==> src/rtl/bbox_scan_pkg.sv <==
`default_nettype none
// ============================================================================
// Module : bbox_scan_pkg
// Desc   : Shared widths and state encoding for the bounding-box raster scanner.
// Rev    : 1.0  initial release
// ============================================================================
package bbox_scan_pkg;
    localparam int COORD_W = 9;
    localparam int CNT_W   = 4;

    typedef enum logic [1:0] {
        ST_IDLE  = 2'd0,
        ST_LOAD  = 2'd1,
        ST_CHECK = 2'd2,
        ST_SCAN  = 2'd3
    } state_t;
endpackage
`default_nettype wire

==> src/rtl/bbox_sipo9.sv <==
`default_nettype none
// ============================================================================
// Module : bbox_sipo9
// Desc   : MSB-first serial-in/parallel-out shift register with load enable.
// Rev    : 1.0  initial release
// ============================================================================
module bbox_sipo9
    import bbox_scan_pkg::*;
#(
    parameter int WIDTH = COORD_W
) (
    input  logic             clk,
    input  logic             rst_n,
    input  logic             i_en,
    input  logic             i_bit,
    output logic [WIDTH-1:0] o_q
);
    logic [WIDTH-1:0] r_q;

    always_ff @(posedge clk or negedge rst_n) begin
        if (!rst_n) begin
            r_q <= '0;
        end else if (i_en) begin
            r_q <= {r_q[WIDTH-2:0], i_bit};
        end
    end

    assign o_q = r_q;
endmodule
`default_nettype wire

==> src/rtl/bbox_scan.sv <==
`default_nettype none
// ============================================================================
// Module : bbox_scan
// Desc   : Deserialises four bounds, validates them and raster-scans the box.
// Rev    : 1.0  initial release
// ============================================================================
module bbox_scan
    import bbox_scan_pkg::*;
(
    input  logic               clk,
    input  logic               rst_n,
    input  logic               i_start,
    input  logic               i_xmin,
    input  logic               i_xmax,
    input  logic               i_ymin,
    input  logic               i_ymax,
    input  logic               i_pready,
    output logic [COORD_W-1:0] o_px,
    output logic [COORD_W-1:0] o_py,
    output logic               o_pvalid,
    output logic               o_plast,
    output logic               o_busy,
    output logic               o_done,
    output logic               o_err
);
    state_t             r_state;
    logic [CNT_W-1:0]   r_cnt;
    logic [COORD_W-1:0] r_px;
    logic [COORD_W-1:0] r_py;
    logic               r_pvalid;
    logic               r_busy;
    logic               r_done;
    logic               r_err;

    logic               w_shift_en;
    logic [3:0]         w_bits;
    logic [COORD_W-1:0] w_bound [4];
    logic [COORD_W-1:0] w_xmin, w_xmax, w_ymin, w_ymax;
    logic               w_plast;

    // The MSB is captured on the START edge itself, so shifting begins in IDLE.
    assign w_shift_en = ((r_state == ST_IDLE) && i_start) || (r_state == ST_LOAD);
    assign w_bits     = {i_ymax, i_ymin, i_xmax, i_xmin};

    generate
        for (genvar g = 0; g < 4; g++) begin : g_sipo
            bbox_sipo9 #(.WIDTH(COORD_W)) u_sipo (
                .clk   (clk),
                .rst_n (rst_n),
                .i_en  (w_shift_en),
                .i_bit (w_bits[g]),
                .o_q   (w_bound[g])
            );
        end
    endgenerate

    assign w_xmin  = w_bound[0];
    assign w_xmax  = w_bound[1];
    assign w_ymin  = w_bound[2];
    assign w_ymax  = w_bound[3];
    assign w_plast = r_pvalid && (r_px == w_xmax) && (r_py == w_ymax);

    always_ff @(posedge clk or negedge rst_n) begin
        if (!rst_n) begin
            r_state  <= ST_IDLE;
            r_cnt    <= '0;
            r_px     <= '0;
            r_py     <= '0;
            r_pvalid <= 1'b0;
            r_busy   <= 1'b0;
            r_done   <= 1'b0;
            r_err    <= 1'b0;
        end else begin
            r_done <= 1'b0;
            r_err  <= 1'b0;
            case (r_state)
                ST_IDLE: begin
                    if (i_start) begin
                        r_cnt   <= CNT_W'(1);
                        r_busy  <= 1'b1;
                        r_state <= ST_LOAD;
                    end
                end
                ST_LOAD: begin
                    r_cnt <= r_cnt + CNT_W'(1);
                    if (r_cnt == CNT_W'(8)) begin
                        r_state <= ST_CHECK;
                    end
                end
                ST_CHECK: begin
                    if ((w_xmin > w_xmax) || (w_ymin > w_ymax)) begin
                        r_err   <= 1'b1;
                        r_busy  <= 1'b0;
                        r_state <= ST_IDLE;
                    end else begin
                        r_px     <= w_xmin;
                        r_py     <= w_ymin;
                        r_pvalid <= 1'b1;
                        r_state  <= ST_SCAN;
                    end
                end
                ST_SCAN: begin
                    // Equality is tested before incrementing so 511 never wraps.
                    if (i_pready) begin
                        if (w_plast) begin
                            r_pvalid <= 1'b0;
                            r_done   <= 1'b1;
                            r_busy   <= 1'b0;
                            r_state  <= ST_IDLE;
                        end else if (r_px != w_xmax) begin
                            r_px <= r_px + COORD_W'(1);
                        end else begin
                            r_px <= w_xmin;
                            r_py <= r_py + COORD_W'(1);
                        end
                    end
                end
                default: r_state <= ST_IDLE;
            endcase
        end
    end

    assign o_px     = r_px;
    assign o_py     = r_py;
    assign o_pvalid = r_pvalid;
    assign o_plast  = w_plast;
    assign o_busy   = r_busy;
    assign o_done   = r_done;
    assign o_err    = r_err;
endmodule
`default_nettype wire

==> config.mk <==
export PLATFORM = sky130hd
export DESIGN_NAME = bbox_scan
export DESIGN_NICKNAME = d
export VERILOG_FILES = /design/src/rtl/bbox_scan_pkg.sv /design/src/rtl/bbox_sipo9.sv /design/src/rtl/bbox_scan.sv
export SDC_FILE = /design/constraint.sdc
export NUM_CORES = 1
export LEC_CHECK = 0
export ABC_AREA = 1
export BUFFER_PORTS_ARGS = -buffer_cell sky130_fd_sc_hd__buf_2
export CORE_ASPECT_RATIO = 1.5
export CORE_UTILIZATION = 29
export CTS_CLUSTER_DIAMETER = 150
export DETAILED_ROUTE_END_ITERATION = 6
export MAX_ROUTING_LAYER = met4
export PLACE_DENSITY_LB_ADDON = 0.05
export SKIP_CTS_REPAIR_TIMING = 1
export SLEW_MARGIN = 15
export SYNTH_ARGS = -nofsm -noshare
export SYNTH_HDL_FRONTEND = slang
export SYNTH_HIERARCHICAL = 1
export SYNTH_SLANG_ARGS = --single-unit
==> constraint.sdc <==
create_clock -name clk -period 3.6 [get_ports clk]
set_input_delay 0.72 -clock clk [delete_from_list [all_inputs] [get_ports clk]]
set_output_delay 0.72 -clock clk [all_outputs]
set_load 0.01 [all_outputs]
# --- Word-level counts from Yosys, hierarchy flattened ---
# Index checks and enable logic that the tools add are counted.
# W data, S select, Z words.
op_classes:
  add_sub_neg: 3
  n_lt_le_gt_ge: 2
  eq_ne: 15
  mux: 30
  n_reduce_logical: 15
ops:
  columns: ["op", "count"]
  rows:
  - ["$mux W9", 8]
  - ["$pmux W9 S2", 2]
  - ["$add A9 B1 Y9 const B", 2]
  - ["$eq A9 B9 Y1", 2]
  - ["$gt A9 B9 Y1", 2]
  - ["$ne A2 B2 Y1 const B", 7]
  - ["$reduce_and A4 Y1", 3]
  - ["$mux W1", 10]
  - ["$mux W2", 5]
  - ["$reduce_and A5 Y1", 2]
  - ["$ne A9 B9 Y1", 1]
  - ["$pmux W2 S4", 1]
  - ["$pmux W4 S2", 1]
  - ["$add A4 B1 Y4 const B", 1]
  - ["$eq A2 B2 Y1 const B", 2]
  - ["$eq A4 B4 Y1 const B", 1]
  - ["$mux W4", 1]
  - ["$reduce_bool A2 Y1", 2]
  - ["$logic_and A1 B1 Y1", 3]
  - ["$pmux W1 S3", 1]
  - ["$reduce_bool A3 Y1", 1]
  - ["$eq A2 B1 Y1 const B", 1]
  - ["$logic_not A2 Y1", 1]
  - ["$logic_or A1 B1 Y1", 2]
  - ["3 further kinds", 3]
totals:
  regBits: 64
  input_bits: 8
  output_inout_bits: 23
  elab_cells: 77

# --- Depth between registers and ports, before layout ---
# Gate-level depths: netlist of the first run.
logic_depth:
  word_depth: 6
  ltp_mapped: 14
  depth_no_buf: 14

# --- Cells and area by module ---
# The synthesis of the first run kept the hierarchy.
modules_own_cells:
  columns: ["module", "n_inst", "cells_per_inst", "area_each_um2", "seq_area_each_um2"]
  rows:
  - ["bbox_scan", 1, 398, 2637.5, 700.7]
  - ["bbox_sipo9", 4, 38, 341.6, 225.2]

# --- Least setup slack after synthesis of the first run ---
# No wires, ideal clock.
synth_timing:
  path_type: "flip-flop to output port"
  startpoint: "register r_px[5], in the netlist o_px[5]"
  endpoint: "output port o_plast"
  t_arrival_ns: 1.186
  t_required_ns: 2.880
  setup_slack_ns: 1.694
  stages_incl_launch_ff: 8
  path_buffers: 1
  cell_sequence: "dfrtp_1 > buf_6 > xor2_1 > nor2_1 > nand2_2 > nor2_4 > nand2_2 > inv_1"
synth_between:
  elab_chain_cells: 3
synth_lines:
  columns: ["element", "line_no", "source"]
  rows:
  - ["from (decl)", "bbox_scan.sv:28", "logic [COORD_W-1:0] r_px;"]
  - ["from (signal assigned)", "bbox_scan.sv:96", "r_px <= w_xmin;"]
  - ["from (signal assigned)", "bbox_scan.sv:111", "r_px <= r_px + COORD_W'(1);"]
  - ["from (signal assigned)", "bbox_scan.sv:113", "r_px <= w_xmin;"]
  - ["$eq A9 B9 Y1", "bbox_scan.sv:61", "assign w_plast = r_pvalid && (r_px == w_xmax) && (r_py == w_ymax);"]
  - ["$logic_and A1 B1 Y1 (2 in series)", "bbox_scan.sv:61", null]
  - ["to (decl)", "bbox_scan.sv:21", "output logic o_plast,"]
# Every way passes these cells.

# --- Worst setup path in the final report of the first run ---
layout_timing:
  startpoint: "register r_py[7], in the netlist o_py[7]"
  endpoint: "output port o_plast"
layout_between:
  elab_chain_cells: 2
layout_lines:
  columns: ["element", "line_no", "source"]
  rows:
  - ["from (decl)", "bbox_scan.sv:29", "logic [COORD_W-1:0] r_py;"]
  - ["from (signal assigned)", "bbox_scan.sv:97", "r_py <= w_ymin;"]
  - ["from (signal assigned)", "bbox_scan.sv:114", "r_py <= r_py + COORD_W'(1);"]
  - ["$eq A9 B9 Y1", "bbox_scan.sv:61", null]
  - ["$logic_and A1 B1 Y1", "bbox_scan.sv:61", null]
# Every way passes these cells.

==> out/qor.csv, run 1 <==
metric;value;unit
run status;finished, violations left;
violated checks;DRC;
Max Clock Skew;5.87;ps
clk slew on worst S/H paths;50;ps
Net Sw Power;1.96;mW
CTS tree;done;
synth unique cells;33;
DRT iter0 DRCs;124;
Clock Latency Late Sink;330;ps
Antenna Nets Post-Route;0;
origin of the worst setup path;o_py[7];
Core ar.;0.0135;mm2
Lkg Pwr;2.49;nW
cell count after synthesis;550;
DIE WIDTH;97.9;um
post-synthesis cell area;0.00400;mm2
slew at the pin with the worst max-slew slack;971;ps
Synth Register Bits;64;
CP bufs+invs;2;
Worst Reg-to-Reg Cells;11;
Post-Synth Adder-Cell Area;8.13;%
wire length on met3;217;um
hold_ws;421;ps
Sequential Power Share;31.9;%
FF-to-FF setup slack;1260;ps
Yosys top cell by area;dfrtp_1;
Synth-to-Final Area Change;14.9;%
Synth Area in XOR/XNOR;3.06;%
vias per inst;4.65;
Syn Nets;584;
Max Freq;389;MHz
Vias;3471;
CP endpoint kind;output pin;
Die Footprint;0.0143;mm2
internal power;2.31;mW
Synth top area share;40.0;%
Cell Rows;52;
max_cap viols;0;
Synth Area in Compound Gates;5.03;%
Worst path max stage delay;460;ps
CTS Sinks;64;
CP Max Fanout;6;
wire length on met2;6350;um
family with the most delay on the worst path;simple AND/OR/NAND/NOR gates;
Peak supply drop;0.249;mV
Comb pwr share;45.7;%
CTS buffer count;9;
top sig layer;met4;
YS warnings;6;
initial antenna violation count;0;
first-pass GRT wire length;18500;um
Nets;615;
fin. max-slew vios;0;
Crit path arrival time;1850;ps
num ports;31;
Tcrit/Tclk final;71.4;%
pwr dens;928;mW/mm2
filler instances;1453;
part of the Yosys area used for sequential elements;40.0;%
final hold violation count;0;
HP Class;primary input to async pin;
CTS max path bufs;2;
simple-gate area share of the yosys netlist;35.8;%
syn_area_per_cell;7.28;um2
R2R Path End;o_px[7];
CTS H-tree lvls;3;
Port-buffer cells;30;
ratio of cells with drive above 1 in the final layout;12.0;%
Sw Ratio;45.8;%
Routed WL;11400;um
met1 wire length;4590;um
largest net degree at the start of global routing;40;
worst rel slew slack;35.1;%
TNS Setup;0;ps
DP HPWL;8750;um
clock root buffer;clkbuf_16;
RSZ-0062 raised after global routing;false;
Ant. Diodes;0;
Clk pwr share;22.3;%
CP Launch Type;register;
Crit Path Class;register to output pin;
mux share of post-synthesis cell area;0;%
R2R Path Start;g_sipo[1].u_sipo/o_q[8];
Required @ worst endpoint;2880;ps
GPL Wtd Cong;0.850;
top cells by area, synth;dfrtp_1 (40%), nand2_1 (24%), ha_1 (8.1%);
mean routed wirelength per cell;15.3;um
DR pass1 iterations;6;
Tot GR Track Use;17.6;%
crit path cell chain;a21boi_0 > nand3_1 > nor2_1 > nand2_2 > inv_1 > buf_2;
worst setup path end;o_plast;
Setup violations, final;0;
vias in the first global route;3472;
DRC;1;
Die H;146;um
GRT overflow;0;
Starting Density;29.7;%
main combinational cell family by area after synthesis;simple AND/OR/NAND/NOR gates;
minimum clock period;2570;ps
CP max-delay cell;dfrtp_1;
Crit path depth;6;
[final cells by class]
cell class | instances | area, um2 | share of cell area (%)
Clock buffer | 12 | 256 | 5.58
Clock inverter | 3 | 65.1 | 1.41
Inverter | 57 | 214 | 4.65
Multi-Input combinational cell | 415 | 2080 | 45.2
Sequential cell | 64 | 1600 | 34.8
Tap cell | 162 | 203 | 4.41
Timing Repair Buffer | 34 | 180 | 3.92
[flip-flops by register name, indices dropped and copies added, names as in the netlist]
signal,count
g_sipo.u_sipo/o_q,36
o_px,9
o_py,9
r_cnt,4
r_state,2
o_busy,1
o_done,1
o_err,1
o_pvalid,1
[through the flow]
stage	area, um2	utilization [%]	setup slack [ps]	power, mW	cells
6_report	4600	34.2	1030	4.27	747
5_1_grt	4600	34.2	878	4.70	747
4_1_cts	4600	34.2	1020	4.36	747
3_5_place_dp	4280	31.8	1250	3.38	732
3_3_place_gp	4280	31.8	1260	3.36	732
2_1_floorplan	4000	-	1690	2.78	550
[synthesized netlist by cell type]
master and number:
inv_1 49, a31oi_1 2, nand3_4 1, nor2_1 25
a21oi_1 7, buf_6 6, nor2_2 2, nor3_1 1
o21ai_4 1, nor3b_2 1, nand2_1 256, nand2_4 1
o21ai_0 19, nand2_2 4, inv_2 8, nand3_1 29
or2_2 1, ha_1 26, nand4_1 16, a21boi_0 1
buf_4 1, a21o_1 2, nor2_4 1, clkbuf_1 2
xor2_1 8, nand3_2 1, dfrtp_1 64, xnor2_1 6
o21bai_1 1, nor2_8 1, clkbuf_2 1, buf_2 4
o22ai_1 2
[cells by family (layout without fill, tap and decap cells)]
kind of cell             Yosys count  after routing
AND/OR/NAND/NOR                  340            340
buffers and inverters             71            106
flip-flops                        64             64
AO/OA/AOI/OAI                     35             35
adder cells (fa/ha/maj)           26             26
XOR/XNOR                          14             14
[worst min-delay path by stage]
stage	from	end	slack, ps
2_1_floorplan	rst_n	g_sipo[0].u_sipo/o_q[0]	420
3_3_place_gp	o_busy	o_busy	480
3_5_place_dp	o_busy	o_busy	480
4_1_cts	rst_n	g_sipo[0].u_sipo/o_q[0]	440
5_1_grt	rst_n	g_sipo[0].u_sipo/o_q[0]	470
6_report	rst_n	g_sipo[0].u_sipo/o_q[0]	420
[power by group through the flow]
stage | Sequential (mW) | Clock (mW) | Combinational, mW
3_5_place_dp | 1.38 | 0 | 2.00
6_report | 1.36 | 0.953 | 1.95
2_1_floorplan | 1.26 | 0 | 1.51
3_3_place_gp | 1.39 | 0 | 1.98
5_1_grt | 1.41 | 1.01 | 2.28
4_1_cts | 1.38 | 0.979 | 2.00
[layout by cell type (no fill, tap or decap), types with 4 or more instances in the layout]
master,count
inv_1,49
a21oi_1,7
xor2_1,8
ha_1,26
nor2_1,25
xnor2_1,6
buf_4,4
nand4_1,16
buf_2,30
o21ai_0,19
nand3_1,29
clkbuf_16,9
nand2_2,4
nand2_1,256
inv_2,8
dfrtp_1,64
[routing by layer]
metal / vias up / GRT usage (%)
met5: - / -
met4: 0 / 6.74
met3: 16 / 2.64
met2: 52 / 32.4
met1: 1620 / 18.5
li1: 1783 / -
(Power assumes the default switching activity.)
==> run 2: changes to the inputs <==
==> constraint.sdc (replaced) <==
create_clock -name clk -period 2.5 [get_ports clk]
set_input_delay 0.5 -clock clk [delete_from_list [all_inputs] [get_ports clk]]
set_output_delay 0.5 -clock clk [all_outputs]
set_load 0.01 [all_outputs]
==> run 2 against run 1 <==
Combinational power is 56% higher. The run still ends with DRC left. Highest routed layer unchanged. Clock skew is essentially flat. Hold slack got worse by 270 ps. Critical endpoint unchanged. Setup slack got worse by 780 ps. Final area rose by 0.90%. Largest power group unchanged. Sequential share of layout area fell by 0.31 points. Sequential power up 42%.
==> out/qor.csv, run 2 (synthesized netlist as in run 1, its figures left out) <==
metric;value;unit
fin. max-slew vios;0;
CTS buffer count;9;
Worst path max stage delay;480;ps
GRT overflow;0;
CTS Sinks;64;
sequential cell area;0.00160;mm2
family with the most delay on the worst path;simple AND/OR/NAND/NOR gates;
hold_ws;149;ps
CP endpoint kind;output pin;
FF-to-FF setup slack;320;ps
global routing usage on met2;32.9;%
minimum clock period;2250;ps
CTS max path bufs;2;
DRC;1;
largest net degree at the start of global routing;41;
DIE WIDTH;97.9;um
CP bufs+invs;3;
worst rel slew slack;64.6;%
Lkg Pwr;2.52;nW
final hold violation count;0;
R2R Path End;o_px[3];
GRT met3 Usage;2.55;%
Crit path arrival time;1750;ps
Starting Density;29.7;%
Synth-to-Final Area Change;15.9;%
Required @ worst endpoint;2000;ps
RSZ-0062 raised after global routing;false;
Port-buffer cells;30;
first-pass GRT wire length;19200;um
max_cap viols;0;
filler instances;1425;
TNS Setup;0;ps
Die H;146;um
num ports;31;
met1 Resource Use GR;18.9;%
Nets;626;
mean routed wirelength per cell;15.5;um
Routed WL;11700;um
Max Clock Skew;5.80;ps
worst setup path end;o_plast;
post-route cell area;0.00464;mm2
ratio of cells with drive above 1 in the final layout;13.1;%
Die Footprint;0.0143;mm2
Setup violations, final;0;
clk slew on worst S/H paths;60;ps
CTS H-tree lvls;3;
vias in the first global route;3604;
commonest cells after routing, fill and taps aside;nand2_1 (256), dfrtp_1 (64), inv_1 (49), buf_2 (30), nand3_1 (29);
Clock Latency Late Sink;330;ps
Core ar.;0.0135;mm2
Tcrit/Tclk final;90.2;%
Placed Instance Area;0.00439;mm2
run status;finished, violations left;
R2R Path Start;g_sipo[3].u_sipo/o_q[7];
crit path cell chain;inv_1 > nand2_1 > nand2_1 > nor2_1 > nand3_1 > nor2_1 > nand2_2 > inv_1 > buf_2;
CP Launch Type;register;
most common cell after layout, fill and taps aside;nand2_1;
initial antenna violation count;0;
DRT iter0 DRCs;125;
Crit Path Class;register to output pin;
max FFs per register;36;
clock root buffer;clkbuf_16;
origin of the worst setup path;o_py[2];
Antenna Nets Post-Route;0;
Cell Rows;52;
slew at the pin with the worst max-slew slack;531;ps
Crit path depth;9;
GRT Max-Usage Layer;met2;
HP Class;primary input to async pin;
DP HPWL;9020;um
pwr dens;1320;mW/mm2
Worst Reg-to-Reg Cells;12;
Ant. Diodes;0;
DR pass1 iterations;6;
Final WS setup;245;ps
Multi-input gate area;0.00208;mm2
violated checks;DRC;
GPL Wtd Cong;0.812;
vias per inst;4.61;
Place WS;287;ps
Peak supply drop;0.433;mV
Vias;3488;
Tot GR Track Use;18.3;%
Max Freq;443;MHz
CP max-delay cell;dfrtp_1;
CTS tree;done;
CP Max Fanout;7;
run 2: power breakdown:
group	leakage (nW)	internal, mW	switching (mW)
combinational	1.57	1.10	1.95
sequential	0.830	1.43	0.504
clock	0.126	0.686	0.452
run 2: cell type report:
cell class / count / area share, %
Tap cell: 162 / 4.37
Multi-Input combinational cell: 415 / 44.8
Inverter: 57 / 4.61
Timing Repair Buffer: 45 / 6.20
Sequential cell: 64 / 34.5
Clock buffer: 13 / 5.39
Clock inverter: 1 / 0.108
run 2: worst register-to-register path, cell delays in order, from the launching register on:
cell	delay, ps
dfrtp_1	420
inv_1	110
ha_1	280
nand2_1	60
nor2_1	190
nand3_1	90
nand3_1	90
nand2_1	100
nand3_1	170
nand2_1	180
buf_4	220
nand3_1	90
nand2_1	60
run 2: how the worst min path moves through the flow:
| stage | start | end | slack, ps | depth (start not counted) |
|---|---|---|---|---|
| 3_3_place_gp | o_busy | o_busy | 470 | 2 |
| 4_1_cts | rst_n | g_sipo[0].u_sipo/o_q[3] | 160 | 1 |
| 6_report | rst_n | g_sipo[0].u_sipo/o_q[3] | 150 | 1 |
| 2_1_floorplan | rst_n | g_sipo[0].u_sipo/o_q[0] | 200 | 0 |
| 3_5_place_dp | o_busy | o_busy | 470 | 2 |
| 5_1_grt | rst_n | g_sipo[0].u_sipo/o_q[3] | 190 | 1 |
run 2: per-layer routing:
| layer | vias up | share of wire (%) |
|---|---|---|
| met1 | 1608 | 39 |
| met3 | 23 | 2.6 |
| met4 | 0 | 4.3 |
| li1 | 1806 | - |
| met2 | 51 | 54 |
| met5 | - | 0 |
run 2: per-stage QoR:
stage          total power [mW]  utilization [%]  std cells
2_1_floorplan              4.00                -        550
4_1_cts                    6.24             34.5        757
3_5_place_dp               5.05             32.6        743
6_report                   6.11             34.5        757
3_3_place_gp               5.04             32.6        743
5_1_grt                    6.73             34.5        757
==> run 3: changes to the inputs <==
==> constraint.sdc (replaced) <==
create_clock -name clk -period 2.3 [get_ports clk]
set_input_delay 0.46 -clock clk [delete_from_list [all_inputs] [get_ports clk]]
set_output_delay 0.46 -clock clk [all_outputs]
set_load 0.01 [all_outputs]
==> run 3 against run 2 <==
The flow still finishes with violations (DRC). Die area did not move. Count of clock-buffer cells in the layout fell by 4. Register-to-register slack got worse by 50 ps. Clock power rose by 22%. Sequential share of layout area fell by 0.92 points. Global-route usage rose by 0.13 points. Non-clock buffer count rose by 9. Power rose by 12%. Cell count rose by 1.5%. Critical path depth fell by 2. Routed wire length fell by 0.65%. First-iteration DRC count fell by 22%. Critical path type unchanged. Largest power group unchanged.
==> out/qor.csv, run 3 (synthesized netlist as in run 1, its figures left out) <==
metric;value;unit
mean routed wirelength per cell;15.1;um
minimum clock period;2150;ps
origin of the worst setup path;o_px[1];
fin. max-slew vios;0;
Peak supply drop;0.507;mV
R2R Path End;o_py[2];
Max Freq;465;MHz
commonest cells after routing, fill and taps aside;nand2_1 (255), dfrtp_1 (64), inv_1 (49), buf_2 (30), nand3_1 (29);
Setup violations, final;0;
filler instances;1470;
Routed WL;11600;um
GRT overflow;0;
Vias;3556;
Clock Latency Late Sink;330;ps
DRT iter0 DRCs;97;
Required @ worst endpoint;1840;ps
vias in the first global route;3602;
largest net degree at the start of global routing;65;
R2R Path Start;g_sipo[1].u_sipo/o_q[7];
GPL Wtd Cong;0.825;
Cell Rows;52;
Nets;635;
CP Launch Type;register;
first-pass GRT wire length;19200;um
placed insts;752;
CTS buffer count;9;
Lkg Pwr;2.59;nW
run status;finished, violations left;
CTS Sinks;64;
Ant. Diodes;0;
CTS max path bufs;2;
Port-buffer cells;30;
initial antenna violation count;0;
DP HPWL;8730;um
CTS tree;done;
DIE WIDTH;97.9;um
post-route cell area;0.00477;mm2
ratio of cells with drive above 1 in the final layout;15.5;%
Starting Density;29.7;%
Worst Reg-to-Reg Cells;12;
CTS H-tree lvls;3;
CP endpoint kind;output pin;
Placed Instance Area;0.00447;mm2
Max Clock Skew;8.55;ps
vias per inst;4.63;
pwr dens;1430;mW/mm2
Crit Path Class;register to output pin;
Die H;146;um
Core ar.;0.0135;mm2
slew at the pin with the worst max-slew slack;493;ps
Tcrit/Tclk final;93.4;%
most common cell after layout, fill and taps aside;nand2_1;
Cell Count, Final, Fillers Out;768;
clock root buffer;clkbuf_16;
final hold violation count;0;
Antenna Nets Post-Route;0;
violated checks;DRC;
Crit path arrival time;1690;ps
CP Max Fanout;5;
worst setup path end;o_plast;
hold_ws;137;ps
Die Footprint;0.0143;mm2
worst rel slew slack;67.1;%
TNS Setup;0;ps
clk slew on worst S/H paths;60;ps
DR pass1 iterations;6;
FF-to-FF setup slack;270;ps
RSZ-0062 raised after global routing;false;
max_cap viols;0;
max FFs per register;36;
DRC;1;
HP Class;primary input to async pin;
Tot GR Track Use;18.4;%
Synth-to-Final Area Change;19.1;%
num ports;31;
run 3: per-stage QoR:
step / power (mW) / utilization (%) / setup slack (ps)
finish: 6.82 / 35.4 / 151
floorplan: 4.35 / - / 541
detailed placement: 5.53 / 33.2 / 99.1
global route: 7.56 / 35.4 / 16.0
CTS: 6.95 / 35.4 / 46.9
global placement: 5.51 / 33.2 / 108
run 3: worst max-delay path: stages (launching register included):
cell	delay, ps
dfrtp_1	440
xor2_1	160
nor2_1	200
nand2_2	140
nor2_4	170
nand2_2	80
inv_1	50
buf_2	120
run 3: report_power, final:
part	total [mW]	leakage, nW	switching, mW	internal (mW)
registers	2.02	0.830	0.467	1.55
clock network	1.39	0.141	0.547	0.839
logic	3.42	1.62	2.16	1.26
run 3: per-layer routing:
metal	global-route usage [%]	wire (um)	share of wire (%)	up-vias
met2	33.4	6440	55	42
li1	-	-	-	1828
met1	19.3	4660	40	1673
met5	-	0	0	-
met3	3.12	198	1.7	13
met4	8.18	322	2.8	0
run 3: layout make-up:
cell class | count | area (um2) | area share [%]
timing repair buffer | 54 | 368 | 7.71
inverter | 57 | 214 | 4.49
clock inverter | 7 | 72.6 | 1.52
clock buffer | 9 | 225 | 4.72
tap | 162 | 203 | 4.25
sequential | 64 | 1600 | 33.6
multi-input combinational | 415 | 2090 | 43.7
run 3: worst min-delay path by stage:
stage / start / to / slack (ps) / cells past startpoint
3_3_place_gp: o_busy / o_busy / 470 / 2
5_1_grt: rst_n / g_sipo[1].u_sipo/o_q[0] / 190 / 2
6_report: rst_n / g_sipo[1].u_sipo/o_q[0] / 140 / 2
3_5_place_dp: g_sipo[1].u_sipo/o_q[8] / g_sipo[1].u_sipo/o_q[8] / 480 / 2
4_1_cts: rst_n / g_sipo[1].u_sipo/o_q[0] / 150 / 2
2_1_floorplan: rst_n / g_sipo[0].u_sipo/o_q[0] / 160 / 0
